### config.mk
export PLATFORM = sky130hd
export DESIGN_NAME = serial_subtractor
export DESIGN_NICKNAME = d
export VERILOG_FILES = /design/src/rtl/serial_subtractor_pkg.sv /design/src/rtl/serial_subtractor_shift.sv /design/src/rtl/serial_subtractor.sv
export SDC_FILE = /design/constraint.sdc
export NUM_CORES = 1
export LEC_CHECK = 0
export BUFFER_PORTS_ARGS = -buffer_cell sky130_fd_sc_hd__buf_2
export CAP_MARGIN = 25
export CORE_ASPECT_RATIO = 0.7
export CORE_UTILIZATION = 58
export DETAILED_ROUTE_END_ITERATION = 12
export GPL_ROUTABILITY_DRIVEN = 0
export PLACE_DENSITY = 0.93
export RECOVER_POWER = 25
export SLEW_MARGIN = 40
export SYNTH_ARGS = -nofsm -noshare
export SYNTH_HDL_FRONTEND = slang
export SYNTH_SLANG_ARGS = --single-unit
### constraint.sdc
create_clock -name clk -period 2.4 [get_ports clk]
set_input_delay 0.36 -clock clk [delete_from_list [all_inputs] [get_ports clk]]
set_output_delay 0.36 -clock clk [all_outputs]
set_load 0.01 [all_outputs]
### src/rtl/serial_subtractor_pkg.sv
// Shared constants for the bit-serial subtractor.
// Latency: n/a (package only).
// Backpressure: n/a.
package serial_subtractor_pkg;

    localparam int DEF_WIDTH = 8;
    localparam int DEF_CNT_W = 4;

    // Sequencer state encoding. It matches the bit-serial adder so both
    // datapaths can share debug and display tooling.
    typedef enum logic [1:0] {
        S_IDLE  = 2'd0,
        S_LOAD  = 2'd1,
        S_SHIFT = 2'd2,
        S_FIN   = 2'd3
    } state_t;

endpackage

### src/rtl/serial_subtractor_shift.sv
// WIDTH-bit right-shift register with sync clear, parallel load and serial-in MSB.
// Latency: 1 cycle from any control to q_o; lsb_o is simply bit 0 of the register.
// Backpressure: none; the register acts on every clock where a control is asserted.
//
// Ports:
//   clk, rst      clock and synchronous active-high reset
//   clr_i         clear to 0 (priority over load and shift)
//   load_i        parallel load from load_dat_i
//   shift_i       shift right, sin_i enters at bit WIDTH-1
//   q_o, lsb_o    register contents and its bit 0
module sub_shift_reg #(
    parameter int WIDTH = 8
) (
    input  logic             clk,
    input  logic             rst,
    input  logic             clr_i,
    input  logic             load_i,
    input  logic             shift_i,
    input  logic             sin_i,
    input  logic [WIDTH-1:0] load_dat_i,
    output logic [WIDTH-1:0] q_o,
    output logic             lsb_o
);

    logic [WIDTH-1:0] reg_q;
    logic [WIDTH-1:0] reg_d;

    always_comb begin
        reg_d = reg_q;
        if (clr_i) begin
            reg_d = '0;
        end else if (load_i) begin
            reg_d = load_dat_i;
        end else if (shift_i) begin
            reg_d = {sin_i, reg_q[WIDTH-1:1]};
        end
    end

    always_ff @(posedge clk) begin
        if (rst) begin
            reg_q <= '0;
        end else begin
            reg_q <= reg_d;
        end
    end

    assign q_o   = reg_q;
    assign lsb_o = reg_q[0];

endmodule

### src/rtl/serial_subtractor.sv
// Bit-serial two's-complement subtractor: diff = A - B mod 2^WIDTH, LSB first.
// Latency: go edge to done pulse is WIDTH+2 cycles; one op per WIDTH+3 cycles back-to-back.
// Backpressure: none; go is only honoured in IDLE and is dropped (not queued) while busy.
//
// Ports:
//   clk, rst      clock and synchronous active-high reset
//   go            start request, sampled in IDLE
//   A, B          minuend and subtrahend, captured in the LOAD cycle
//   diff, borrow  registered result and final borrow (1 when A < B unsigned)
//   busy          high during LOAD and SHIFT
//   done          one-cycle pulse in the cycle diff/borrow take a new value
module serial_subtractor
    import serial_subtractor_pkg::*;
#(
    parameter int WIDTH = DEF_WIDTH,
    parameter int CNT_W = DEF_CNT_W
) (
    input  logic             clk,
    input  logic             rst,
    input  logic             go,
    input  logic [WIDTH-1:0] A,
    input  logic [WIDTH-1:0] B,
    output logic [WIDTH-1:0] diff,
    output logic             borrow,
    output logic             busy,
    output logic             done
);

    state_t           state_q, state_d;
    logic [CNT_W-1:0] cnt_q, cnt_d;
    logic             br_q, br_d;
    logic [WIDTH-1:0] diff_q, diff_d;
    logic             borrow_q, borrow_d;
    logic             done_q, done_d;

    logic             in_load;
    logic             in_shift;
    logic             last_bit;
    logic             a_bit, b_bit;
    logic             d_bit, br_n;
    logic [WIDTH-1:0] ra_q, rb_q, res_q;

    assign in_load  = (state_q == S_LOAD);
    assign in_shift = (state_q == S_SHIFT);
    assign last_bit = (cnt_q == CNT_W'(WIDTH - 1));

    // One full-subtractor slice: borrow out when b exceeds a, or they
    // are equal and a borrow is already pending.
    assign d_bit = a_bit ^ b_bit ^ br_q;
    assign br_n  = (~a_bit & b_bit) | (~(a_bit ^ b_bit) & br_q);

    sub_shift_reg #(.WIDTH(WIDTH)) u_ra (
        .clk        (clk),
        .rst        (rst),
        .clr_i      (1'b0),
        .load_i     (in_load),
        .shift_i    (in_shift),
        .sin_i      (1'b0),
        .load_dat_i (A),
        .q_o        (ra_q),
        .lsb_o      (a_bit)
    );

    sub_shift_reg #(.WIDTH(WIDTH)) u_rb (
        .clk        (clk),
        .rst        (rst),
        .clr_i      (1'b0),
        .load_i     (in_load),
        .shift_i    (in_shift),
        .sin_i      (1'b0),
        .load_dat_i (B),
        .q_o        (rb_q),
        .lsb_o      (b_bit)
    );

    // Result bits enter at the MSB; after WIDTH shifts bit 0 of the
    // difference has arrived at bit 0.
    sub_shift_reg #(.WIDTH(WIDTH)) u_res (
        .clk        (clk),
        .rst        (rst),
        .clr_i      (in_load),
        .load_i     (1'b0),
        .shift_i    (in_shift),
        .sin_i      (d_bit),
        .load_dat_i ('0),
        .q_o        (res_q),
        .lsb_o      ()
    );

    always_comb begin
        state_d  = state_q;
        cnt_d    = cnt_q;
        br_d     = br_q;
        diff_d   = diff_q;
        borrow_d = borrow_q;
        done_d   = 1'b0;
        unique case (state_q)
            S_IDLE: begin
                if (go) begin
                    state_d = S_LOAD;
                end
            end
            S_LOAD: begin
                cnt_d   = '0;
                br_d    = 1'b0;
                state_d = S_SHIFT;
            end
            S_SHIFT: begin
                br_d  = br_n;
                cnt_d = cnt_q + 1'b1;
                if (last_bit) begin
                    state_d = S_FIN;
                end
            end
            S_FIN: begin
                diff_d   = res_q;
                borrow_d = br_q;
                done_d   = 1'b1;
                state_d  = S_IDLE;
            end
            default: begin
                state_d = S_IDLE;
            end
        endcase
    end

    always_ff @(posedge clk) begin
        if (rst) begin
            state_q  <= S_IDLE;
            cnt_q    <= '0;
            br_q     <= 1'b0;
            diff_q   <= '0;
            borrow_q <= 1'b0;
            done_q   <= 1'b0;
        end else begin
            state_q  <= state_d;
            cnt_q    <= cnt_d;
            br_q     <= br_d;
            diff_q   <= diff_d;
            borrow_q <= borrow_d;
            done_q   <= done_d;
        end
    end

    assign diff   = diff_q;
    assign borrow = borrow_q;
    assign done   = done_q;
    assign busy   = in_load | in_shift;

endmodule

==> summary.md <==
| Metric | Value |
|---|---|
| Initial antenna violation count | 0 |
| Comb power frac | 35.5% |
| Biggest area consumer among synthesized cells | dfxtp_1 |
| Path type of the worst min-delay path | in -> reg |
| Worst rel slew slack | 61.54% |
| Final cycle utilization of the critical path | 73.81% |
| Number of slew-limit violations in the final report | 0 |
| Vertical die dimension | 47.95 um |
| Mean post-synth cell area | 9.995 um^2 |
| CTS root buf | clkbuf_8 |
| Number of standard cells in the final layout excluding fillers | 239 |
| Buffers inserted by post-CTS timing repair | 0 |
| TritonCTS clock tree | built |
| Total routing resource utilization after global routing | 21.28% |
| CTS sink count | 41 |
| Fraction of the core area covered by cells at the end of the flow | 70.04% |
| Hold-fix buffers, CTS | 0 |
| Start of the worst register-to-register path | state_q[0] |
| Total clock buffers created by CTS | 5 |
| Clock Latency Late Sink | 300 ps |
| Drt initial violations | 51 |
| Number of setup violations in the final report | 0 |
| Number of buffers and inverters on the critical path | 2 |
| Summed instance area of the synthesized netlist | 1749 um^2 |
| Buffers from clock root to sink, at most | 2 |
| CP top delay family | flip-flops |
| FF-to-FF setup slack | 630 ps |
| Mapped Nets | 201 |
| Post-DR vias/cell | 5.347 |
| Vias in the first global route | 1,077 |
| Maximum fanout along the worst path | 17 |
| Chip width | 67.64 um |
| Post-placement cell count | 232 |
| Share of Yosys cell area claimed by the top area cell type | 46.92% |
| Synth top cells by count | dfxtp_1, nor2_1, mux2i_1, a211oi_1 |
| Post-layout net count | 229 |
| WP data arrival | 1990 ps |
| Leakage power | 0.7489 nW |
| Hold slack | 326.4 ps |
| Startpoint type of the worst setup path | flip-flop |
| Most frequent cell after synthesis | dfxtp_1 |
| Delay contributed by the slowest stage of the critical path | 420 ps |
| Synthesis-stage register bit count | 41 |
| Transition time at the pin with the least slew margin | 577.0 ps |
| Hold path startpoint | B[7] |
| P_int | 1.443 mW |
| Setup repair after global routing missed its margin | no |
| Site Rows | 16 |
| Power density over the cells | 1112 nW/um^2 |
| Final Skew | 12.66 ps |
| Routed Antenna Nets | 0 |
| Endpoints failing hold | 0 |
| Maximum number of pins on one net before global-route repair | 24 |
| Diode insertion count for antenna repair | 0 |
| Final routed wirelength across all metal layers | 3246 um |
| Cell Chain, Critical Path | inv_1, ha_1, buf_4, nand2_1, or3_1, a21oi_1 |
| CP endpoint kind | flip-flop |
| First-pass iteration count of the detailed router | 4 |
| Post-route DRC | 0 |
| Initial cell density of the core | 61.97% |
| Part of the total power dissipated in sequential elements | 40.4% |
| Top_reg_cell synth | dfxtp_1 |
| Critical path type | reg -> reg |
| Reported max-cap violation count | 0 |
| Number of different library cells in the post-synthesis netlist | 27 |
| Post-synthesis to final-layout area growth | 13.02% |
| WP data required | 2610 ps |
| Worst Reg-to-Reg Cells | 6 |
| IO Pins | 30 |
| Share of cells above drive strength 1 | 15.76% |
| WL per Instance | 13.58 um |
| Total of warnings raised by yosys | 0 |
| Top cells by area in the synthesized netlist | dfxtp_1, mux2i_1, nor2_1 |
| Part of the total power dissipated in the clock network | 24.1% |
| Number of synthesized flops with an enable pin | 0 |
| Cell type of the slowest stage on the worst timing path | dfxtp_1 |
| H-tree depth | 2 |
| Fin crit period | 1771 ps |
| Number of buffers added on ports | 29 |
| Top achievable clock speed | 0.5645 GHz |
| Grt ovf | 0 |
| Die footprint | 3243 um^2 |
| Share of flip-flops with an asynchronous set or reset after synthesis | 0% |
| Run status | complete, no violations |
| Final setup TNS | 0 ps |
| Placeable core region | 2823 um^2 |
| Via count | 1,278 |
| Wire length of the first global-routing pass | 4754 um |
| Max rail drop VDD | 0.6624 mV |
| Reg-to-Reg End | cnt_q[3] |
| Seq/Total Area, Yosys | 46.92% |
| CTS-repair resized insts | 0 |
| Fraction of power spent switching nets | 34.35% |
| Crit path launch | state_q[0] |
| Critical path endpoint | cnt_q[3] |
| Final HPWL DP | 2245 um |
| Cell count after synthesis | 175 |
| Stages on worst setup path | 6 |
| Clock-pin slew of the registers on the worst-case setup and hold paths | 80 ps |
| Power dissipated by switching net loads | 0.7552 mW |
registers in the layout, indices dropped and copies added, names as in the netlist:
signal	count
state_q	2
borrow	1
br_q	1
diff	8
u_res.q_o	8
cnt_q	4
u_rb.q_o	8
done	1
u_ra.q_o	8
stage by stage:
step | setup slack [ps] | total power [mW] | instance area [um^2]
after floorplan | 965.2 | 1.561 | 1749
after global placement | 823.7 | 1.639 | 1886
after detailed placement | 668.0 | 1.675 | 1886
after CTS | 641.1 | 2.203 | 1989
after global routing | 503.5 | 2.331 | 1977
final | 628.6 | 2.198 | 1977
worst reg2reg max path: stages, from the launching register on:
cell and delay (ps):
dfxtp_1 420, inv_1 110, ha_1 360, buf_4 230
nand2_1 90, or3_1 320, a21oi_1 170
layer usage:
layer	up-vias	routed length, um	global-route usage (%)
li1	660	-	-
met1	587	1625	28.16
met2	25	1445	32.08
met3	6	136	6.429
met4	0	38	10.21
met5	-	0	0
power by group through the flow:
stage	Clock [mW]	Combinational, mW	Sequential, mW
3_5_place_dp	0	0.774	0.901
2_1_floorplan	0	0.681	0.880
5_1_grt	0.564	0.864	0.902
6_report	0.529	0.780	0.889
3_3_place_gp	0	0.746	0.893
4_1_cts	0.537	0.780	0.887
worst min path at each step:
stage	to	slack, ps	depth (start not counted)
2_1_floorplan	done	430	1
3_3_place_gp	u_rb.q_o[7]	450	2
3_5_place_dp	u_ra.q_o[7]	460	2
4_1_cts	u_rb.q_o[7]	320	3
5_1_grt	u_rb.q_o[7]	330	3
6_report	u_rb.q_o[7]	330	3
cells in the final DEF, fill, tap and decap left out:
master,count
clkbuf_8,5
buf_4,4
ha_1,6
a21oi_1,7
nor2b_1,3
nand4b_1,1
a211oi_1,14
buf_2,19
a211o_1,1
clkbuf_1,10
fa_1,1
mux2i_1,31
dfxtp_1,41
nand3_1,5
nand2_1,7
or3_1,1
or2_1,1
nand4_1,1
nor2_1,32
mux2_2,1
o211ai_1,1
clkinv_2,1
bufinv_16,1
a211oi_2,1
o211a_1,1
inv_1,5
o21ai_0,1
nand3b_1,1
area by class of cell:
type	instances	area (um^2)
inverters	5	18.77
repair buffers	33	162.7
clock inverters	2	35.03
well taps	36	45.04
clock buffers	5	68.82
fillers	205	845.8
flip-flops and latches	41	820.8
multi-input cells	117	825.8
logic make-up (layout without fill, tap and decap cells):
kind of cell	after synthesis	in the layout	share of synthesized area, %
mux	32	32	18.38
compound gates	26	26	10.51
simple gates	52	52	12.88
flops	41	41	46.92
buf+inv	17	45	5.865
fa+ha+maj	7	7	5.436
Power figures use the tool's default switching activity.
